[src/rtl/uart_tx_arb_pkg.sv]
// Shared constants and state type for the UART TX arbiter slice.
package uart_tx_arb_pkg;

  localparam int UART_FIFO_WIDTH     = 8;
  localparam int UART_FIFO_DEPTH     = 16;
  localparam int UART_FIFO_COUNTER_W = 5;
  localparam int UART_ARB_NUM_REQ    = 4;
  localparam int UART_ARB_TIMEOUT    = 64;

  typedef enum logic {
    UART_ARB_IDLE = 1'b0,
    UART_ARB_LOCK = 1'b1
  } arb_state_t;

endpackage

[src/rtl/uart_tx_arb_if.sv]
// Requester byte streams, TX FIFO push side and arbiter status in one bundle.
interface uart_tx_arb_if
  import uart_tx_arb_pkg::*;
#(
  parameter int NUM_REQ        = UART_ARB_NUM_REQ,
  parameter int FIFO_WIDTH     = UART_FIFO_WIDTH,
  parameter int FIFO_COUNTER_W = UART_FIFO_COUNTER_W,
  parameter int GRANT_W        = $clog2(NUM_REQ)
);

  logic [NUM_REQ-1:0]            req_valid;
  logic [NUM_REQ*FIFO_WIDTH-1:0] req_data;
  logic [NUM_REQ-1:0]            req_last;
  logic [NUM_REQ-1:0]            req_ready;
  logic                          fifo_push;
  logic [FIFO_WIDTH-1:0]         fifo_data;
  logic [FIFO_COUNTER_W-1:0]     fifo_count;
  logic [GRANT_W-1:0]            grant_id;
  logic                          busy;
  logic                          stall_err;

  // Arbiter side: drives the FIFO push and the per-requester ready.
  modport master (
    input  req_valid, req_data, req_last, fifo_count,
    output req_ready, fifo_push, fifo_data, grant_id, busy, stall_err
  );

  // Requesters and FIFO side.
  modport slave (
    output req_valid, req_data, req_last, fifo_count,
    input  req_ready, fifo_push, fifo_data, grant_id, busy, stall_err
  );

endinterface

[src/rtl/uart_tx_arb_rr_pick.sv]
// Combinational round-robin picker: rotate requests so last_grant+1 is bit 0,
// priority-encode, then map the offset back to a requester index.
module uart_rr_pick #(
  parameter int NUM_REQ = 4,
  parameter int IDW     = $clog2(NUM_REQ)
) (
  input  logic [NUM_REQ-1:0] req,
  input  logic [IDW-1:0]     last_grant,
  output logic [IDW-1:0]     winner,
  output logic               any_req
);

  localparam int unsigned N = NUM_REQ;

  logic [NUM_REQ-1:0] rot;
  logic [31:0]        start;
  logic [31:0]        off;
  logic               found;

  always_comb begin
    rot   = '0;
    start = (32'(last_grant) + 32'd1) % N;
    for (int unsigned k = 0; k < N; k++) begin
      for (int unsigned i = 0; i < N; i++) begin
        if (i == (start + k) % N) rot[k] = req[i];
      end
    end

    found = 1'b0;
    off   = '0;
    for (int unsigned k = 0; k < N; k++) begin
      if (!found && rot[k]) begin
        found = 1'b1;
        off   = k;
      end
    end

    any_req = found;
    winner  = IDW'((start + off) % N);
  end

endmodule

[src/rtl/uart_tx_arb.sv]
// Packet-atomic round-robin arbiter feeding the shared UART TX FIFO, with a
// mid-packet stall watchdog.
module uart_tx_arb
  import uart_tx_arb_pkg::*;
#(
  parameter int NUM_REQ        = UART_ARB_NUM_REQ,
  parameter int FIFO_WIDTH     = UART_FIFO_WIDTH,
  parameter int FIFO_DEPTH     = UART_FIFO_DEPTH,
  parameter int FIFO_COUNTER_W = UART_FIFO_COUNTER_W,
  parameter int TIMEOUT        = UART_ARB_TIMEOUT
) (
  input logic          clk,
  input logic          rst,
  uart_tx_arb_if.master bus
);

  localparam int IDW = $clog2(NUM_REQ);
  localparam int CW  = $clog2(TIMEOUT);
  localparam logic [FIFO_COUNTER_W-1:0] DEPTH_C  = FIFO_COUNTER_W'(FIFO_DEPTH);
  localparam logic [CW-1:0]             IDLE_LIM = CW'(TIMEOUT - 1);
  localparam logic [CW-1:0]             IDLE_MAX = '1;

  arb_state_t     state_q;
  logic [IDW-1:0] grant_q;
  logic [IDW-1:0] last_grant_q;
  logic [CW-1:0]  idle_cnt_q;
  logic           stall_q;

  logic [IDW-1:0] pick_id;
  logic           pick_any;

  logic                  space;
  logic                  lock;
  logic                  g_valid;
  logic                  g_last;
  logic                  push;
  logic [FIFO_WIDTH-1:0] g_data;
  logic [NUM_REQ-1:0]    ready;

  uart_rr_pick #(
    .NUM_REQ (NUM_REQ),
    .IDW     (IDW)
  ) u_pick (
    .req        (bus.req_valid),
    .last_grant (last_grant_q),
    .winner     (pick_id),
    .any_req    (pick_any)
  );

  // Explicit compare-select mux keeps data defined for any grant value.
  always_comb begin
    space   = (bus.fifo_count < DEPTH_C);
    lock    = (state_q == UART_ARB_LOCK);
    g_valid = 1'b0;
    g_last  = 1'b0;
    g_data  = '0;
    ready   = '0;
    for (int unsigned i = 0; i < NUM_REQ; i++) begin
      if (grant_q == IDW'(i)) begin
        g_valid  = bus.req_valid[i];
        g_last   = bus.req_last[i];
        g_data   = bus.req_data[i*FIFO_WIDTH +: FIFO_WIDTH];
        ready[i] = lock & space;
      end
    end
    push = lock & g_valid & space;
  end

  assign bus.req_ready = ready;
  assign bus.fifo_push = push;
  assign bus.fifo_data = g_data;
  assign bus.grant_id  = grant_q;
  assign bus.busy      = lock;
  assign bus.stall_err = stall_q;

  always_ff @(posedge clk) begin
    if (rst) begin
      state_q      <= UART_ARB_IDLE;
      grant_q      <= '0;
      last_grant_q <= IDW'(NUM_REQ - 1);
      idle_cnt_q   <= '0;
      stall_q      <= 1'b0;
    end else begin
      stall_q <= 1'b0;
      unique case (state_q)
        UART_ARB_IDLE: begin
          if (pick_any) begin
            grant_q    <= pick_id;
            idle_cnt_q <= '0;
            state_q    <= UART_ARB_LOCK;
          end
        end
        UART_ARB_LOCK: begin
          if (push) begin
            idle_cnt_q <= '0;
            if (g_last) begin
              state_q      <= UART_ARB_IDLE;
              last_grant_q <= grant_q;
            end
          end else if (idle_cnt_q == IDLE_LIM) begin
            state_q      <= UART_ARB_IDLE;
            last_grant_q <= grant_q;
            stall_q      <= 1'b1;
          end else if (idle_cnt_q != IDLE_MAX) begin
            idle_cnt_q <= idle_cnt_q + 1'b1;
          end
        end
        default: state_q <= UART_ARB_IDLE;
      endcase
    end
  end

endmodule

[src/flat_wrapper.sv]
// flat-port wrapper written by rule: the top's interface ports become plain ports
module uart_tx_arb_flat import uart_tx_arb_pkg::*;
#(
  parameter int NUM_REQ        = UART_ARB_NUM_REQ,
  parameter int FIFO_WIDTH     = UART_FIFO_WIDTH,
  parameter int FIFO_DEPTH     = UART_FIFO_DEPTH,
  parameter int FIFO_COUNTER_W = UART_FIFO_COUNTER_W,
  parameter int TIMEOUT        = UART_ARB_TIMEOUT
)
  (clk, rst, bus_req_valid, bus_req_data, bus_req_last, bus_fifo_count, bus_req_ready, bus_fifo_push, bus_fifo_data, bus_grant_id, bus_busy, bus_stall_err);
  uart_tx_arb_if #(.NUM_REQ(NUM_REQ), .FIFO_WIDTH(FIFO_WIDTH), .FIFO_COUNTER_W(FIFO_COUNTER_W)) bus_i ();
  input logic clk;
  input logic rst;
  input wire logic [$bits(bus_i.req_valid)-1:0] bus_req_valid;
  input wire logic [$bits(bus_i.req_data)-1:0] bus_req_data;
  input wire logic [$bits(bus_i.req_last)-1:0] bus_req_last;
  input wire logic [$bits(bus_i.fifo_count)-1:0] bus_fifo_count;
  output wire logic [$bits(bus_i.req_ready)-1:0] bus_req_ready;
  output wire logic [$bits(bus_i.fifo_push)-1:0] bus_fifo_push;
  output wire logic [$bits(bus_i.fifo_data)-1:0] bus_fifo_data;
  output wire logic [$bits(bus_i.grant_id)-1:0] bus_grant_id;
  output wire logic [$bits(bus_i.busy)-1:0] bus_busy;
  output wire logic [$bits(bus_i.stall_err)-1:0] bus_stall_err;
  assign bus_i.req_valid = bus_req_valid;
  assign bus_i.req_data = bus_req_data;
  assign bus_i.req_last = bus_req_last;
  assign bus_i.fifo_count = bus_fifo_count;
  assign bus_req_ready = bus_i.req_ready;
  assign bus_fifo_push = bus_i.fifo_push;
  assign bus_fifo_data = bus_i.fifo_data;
  assign bus_grant_id = bus_i.grant_id;
  assign bus_busy = bus_i.busy;
  assign bus_stall_err = bus_i.stall_err;
  uart_tx_arb #(.NUM_REQ(NUM_REQ), .FIFO_WIDTH(FIFO_WIDTH), .FIFO_DEPTH(FIFO_DEPTH), .FIFO_COUNTER_W(FIFO_COUNTER_W), .TIMEOUT(TIMEOUT)) u_core (.clk(clk), .rst(rst), .bus(bus_i));
endmodule
[config.mk]
export PLATFORM = sky130hd
export DESIGN_NAME = uart_tx_arb_flat
export DESIGN_NICKNAME = d
export VERILOG_FILES = /design/src/rtl/uart_tx_arb_pkg.sv /design/src/rtl/uart_tx_arb_if.sv /design/src/rtl/uart_tx_arb_rr_pick.sv /design/src/rtl/uart_tx_arb.sv /design/src/flat_wrapper.sv
export SDC_FILE = /design/constraint.sdc
export NUM_CORES = 1
export LEC_CHECK = 0
export BUFFER_PORTS_ARGS = -buffer_cell sky130_fd_sc_hd__buf_2
export CORE_MARGIN = 2
export CORE_UTILIZATION = 49
export DETAILED_ROUTE_END_ITERATION = 16
export HOLD_SLACK_MARGIN = 0.1
export PLACE_DENSITY = 0.95
export SYNTH_ARGS = -nofsm -noshare
export SYNTH_HDL_FRONTEND = slang
export SYNTH_HIERARCHICAL = 1
export SYNTH_SLANG_ARGS = --single-unit
[constraint.sdc]
create_clock -name clk -period 6.2 [get_ports clk]
set_clock_uncertainty 0.15 [all_clocks]
set_input_delay 0.93 -clock clk [delete_from_list [all_inputs] [get_ports clk]]
set_output_delay 0.93 -clock clk [all_outputs]
set_load 0.02 [all_outputs]
==> impl_metrics.env <==
export IMPL_cts_tree="built"
export IMPL_layout_nets=242
export IMPL_grt_util_met3_pct=2.46
export IMPL_yosysSeqAreaShare_pct=19.3
export IMPL_final_common_cell="buf_2"
export IMPL_finalMaxSlewViolations=0
export IMPL_fmax_mhz=322
export IMPL_ir_worst_vdd_v=0.000136
export IMPL_drt_wl_total_um=3300
export IMPL_ys_seq_elements=12
export IMPL_synth_area_per_cell_um2=9.72
export IMPL_clockRootBuffer="clkbuf_4"
export IMPL_slew_headroom_pct=49.7
export IMPL_rows=18
export IMPL_cp_max_fo=19
export IMPL_synth_ff_type="dfxtp_1"
export IMPL_die_w_um=54.4
export IMPL_viasPerCell=5.94
export IMPL_dpl_hpwl_um=2640
export IMPL_ys_types=45
export IMPL_cts_max_level=1
export IMPL_worst_endpoint_arrival_ps=2030
export IMPL_num_vias=1271
export IMPL_area_delta_synth_final_pct=25.4
export IMPL_cp_start_kind="flop"
export IMPL_synth_nets=184
export IMPL_ctsLongestPathBuffers=2
export IMPL_crit_required_ps=5120
export IMPL_synth_edff_count=0
export IMPL_worst_setup_path_end_kind="output port"
export IMPL_gp_congestion=0.735
export IMPL_setup_viol=0
export IMPL_grt_usage_pct=22.2
export IMPL_ant_nets=0
export IMPL_synthArstFlopShare_pct=0
export IMPL_drt_iter0_drc=34
export IMPL_hp_class="reg -> reg"
export IMPL_io_buffers=59
export IMPL_hold_viol=0
export IMPL_leakage_nw=0.730
export IMPL_grt_use_met1_pct=21.0
export IMPL_holdBufCountCts=0
export IMPL_gr_max_usage_layer="met2"
export IMPL_first_pass_iters=4
export IMPL_status="finished, final reports clean"
export IMPL_crit_type="reg -> out"
export IMPL_finalCriticalPeriod_ps=3110
export IMPL_n_antenna_cell=0
export IMPL_postCtsSetupRepairBufs=0
export IMPL_worst_slew_pin_slew_ps=754
export IMPL_numCtsBuffers=3
export IMPL_grt_pass1_wl_um=4670
export IMPL_tns_ps=0
export IMPL_cts_resized=0
export IMPL_fp_coreArea_um2=2430
export IMPL_drive_gt1_share_pct=40.2
export IMPL_clock_latency_ps=270
export IMPL_die_area_um2=2960
export IMPL_layout_common_cells="buf_2 (59), dfxtp_1 (12), nand2_1 (9), ha_1 (9)"
export IMPL_wl_per_cell_um=15.4
export IMPL_grt_pass1_vias=1173
export IMPL_yosys_warnings=6
export IMPL_clkTransAtPathRegs_ps=70
export IMPL_syn_instance_count=128
export IMPL_use_met2_pct=43.8
export IMPL_syn_area_um2=1240
export IMPL_max_cap_viol_count=0
export IMPL_io_pins=64
export IMPL_fin_crit_sh_pct=50.1
export IMPL_die_h_um=54.4
export IMPL_antenna_found_initial=0
export IMPL_power_density_nw_per_um2=196
export IMPL_drc=0
export IMPL_grt_remaining_overflow=0
export IMPL_cts_sinks=12
export IMPL_rsz0062_at_grt="false"
export IMPL_power_mw=0.305
export IMPL_grt_max_degree=21
export IMPL_initial_utilization_pct=51.1
-- cells in the mapped netlist, types with 2 or more instances --
| cell type | instances | area (um2) |
|---|---|---|
| dfxtp_1 | 12 | 240 |
| ha_1 | 9 | 113 |
| nand2_1 | 9 | 33.8 |
| a21oi_1 | 8 | 40.0 |
| nor2_1 | 8 | 30.0 |
| mux2i_1 | 7 | 70.1 |
| a211oi_1 | 6 | 45.0 |
| mux4_1 | 6 | 158 |
| nor2b_1 | 6 | 37.5 |
| o21ai_0 | 5 | 25.0 |
| nand2b_1 | 4 | 25.0 |
| nand3_1 | 4 | 20.0 |
| and3_1 | 3 | 18.8 |
| nor3b_1 | 3 | 22.5 |
| buf_2 | 2 | 10.0 |
| buf_6 | 2 | 22.5 |
| clkbuf_1 | 2 | 7.51 |
| inv_1 | 2 | 7.51 |
| mux4_2 | 2 | 45.0 |
| nand2_2 | 2 | 12.5 |
| nor3_1 | 2 | 10.0 |
-- cell type report --
| type | count | area, um2 |
|---|---|---|
| fill | 207 | 873 |
| clock buffer | 3 | 22.5 |
| timing repair buffer | 59 | 295 |
| tap | 30 | 37.5 |
| inverter | 2 | 7.51 |
| multi-input combinational | 108 | 956 |
| sequential | 12 | 240 |
-- worst max-delay path, stage by stage, from the launching register on --
cell	delay [ps]
dfxtp_1	800
mux2i_1	280
nor2b_1	210
a211oi_1	250
buf_2	210
-- per-layer routing --
layer  vias up  share of wire, %  wire length [um]
li1        609                 -                 -
met1       581                37              1230
met2        64                53              1740
met3        17               6.1               202
met4         0               4.1               134
met5         -                 0                 0
-- worst paths after layout --
path	from	endpoint	slack (ps)	depth (start not counted)
max	u_core/bus.grant_id[1]	bus_fifo_push	3090	4
min	u_core/idle_cnt_q[5]	u_core/idle_cnt_q[5]	320	2
max reg2reg	u_core/last_grant_q[0]	u_core/idle_cnt_q[0]	3380	10
min reg2reg	u_core/idle_cnt_q[5]	u_core/idle_cnt_q[5]	320	2
-- sequential cells by signal, indices dropped and copies added, names as in the netlist --
register	count
u_core/bus.stall_err	1
u_core/bus.busy	1
u_core/idle_cnt_q	6
u_core/last_grant_q	2
u_core/bus.grant_id	2
-- power by group --
| part | internal, mW | switching (mW) |
|---|---|---|
| clock | 0.0225 | 0.0241 |
| sequential | 0.0826 | 0.0198 |
| combinational | 0.0781 | 0.0781 |
-- metrics by stage --
step	std cells	util [%]	worst slack, ps	hold slack, ps	cell area (um2)
2_1_floorplan	128	-	3390	280	1240
4_1_cts	214	64.1	3130	326	1560
5_1_grt	214	64.1	3050	375	1560
3_3_place_gp	211	63.2	3170	297	1540
6_report	214	64.1	3090	318	1560
3_5_place_dp	211	63.2	3090	310	1540
-- cells by family (layout without fill, tap and decap cells) --
| logic type | Yosys count | after routing | share of synthesized area, % |
|---|---|---|---|
| AOI/OAI and AO/OA | 31 | 31 | 19.2 |
| xor gates and xnor gates | 2 | 2 | 1.41 |
| adders and majority gates | 9 | 9 | 9.05 |
| buffers and inverters | 8 | 64 | 3.82 |
| DFF | 12 | 12 | 19.3 |
| muxes | 18 | 18 | 25.8 |
| and+or+nand+nor | 48 | 48 | 21.4 |
No activity file was read; power rests on OpenSTA's default activity.
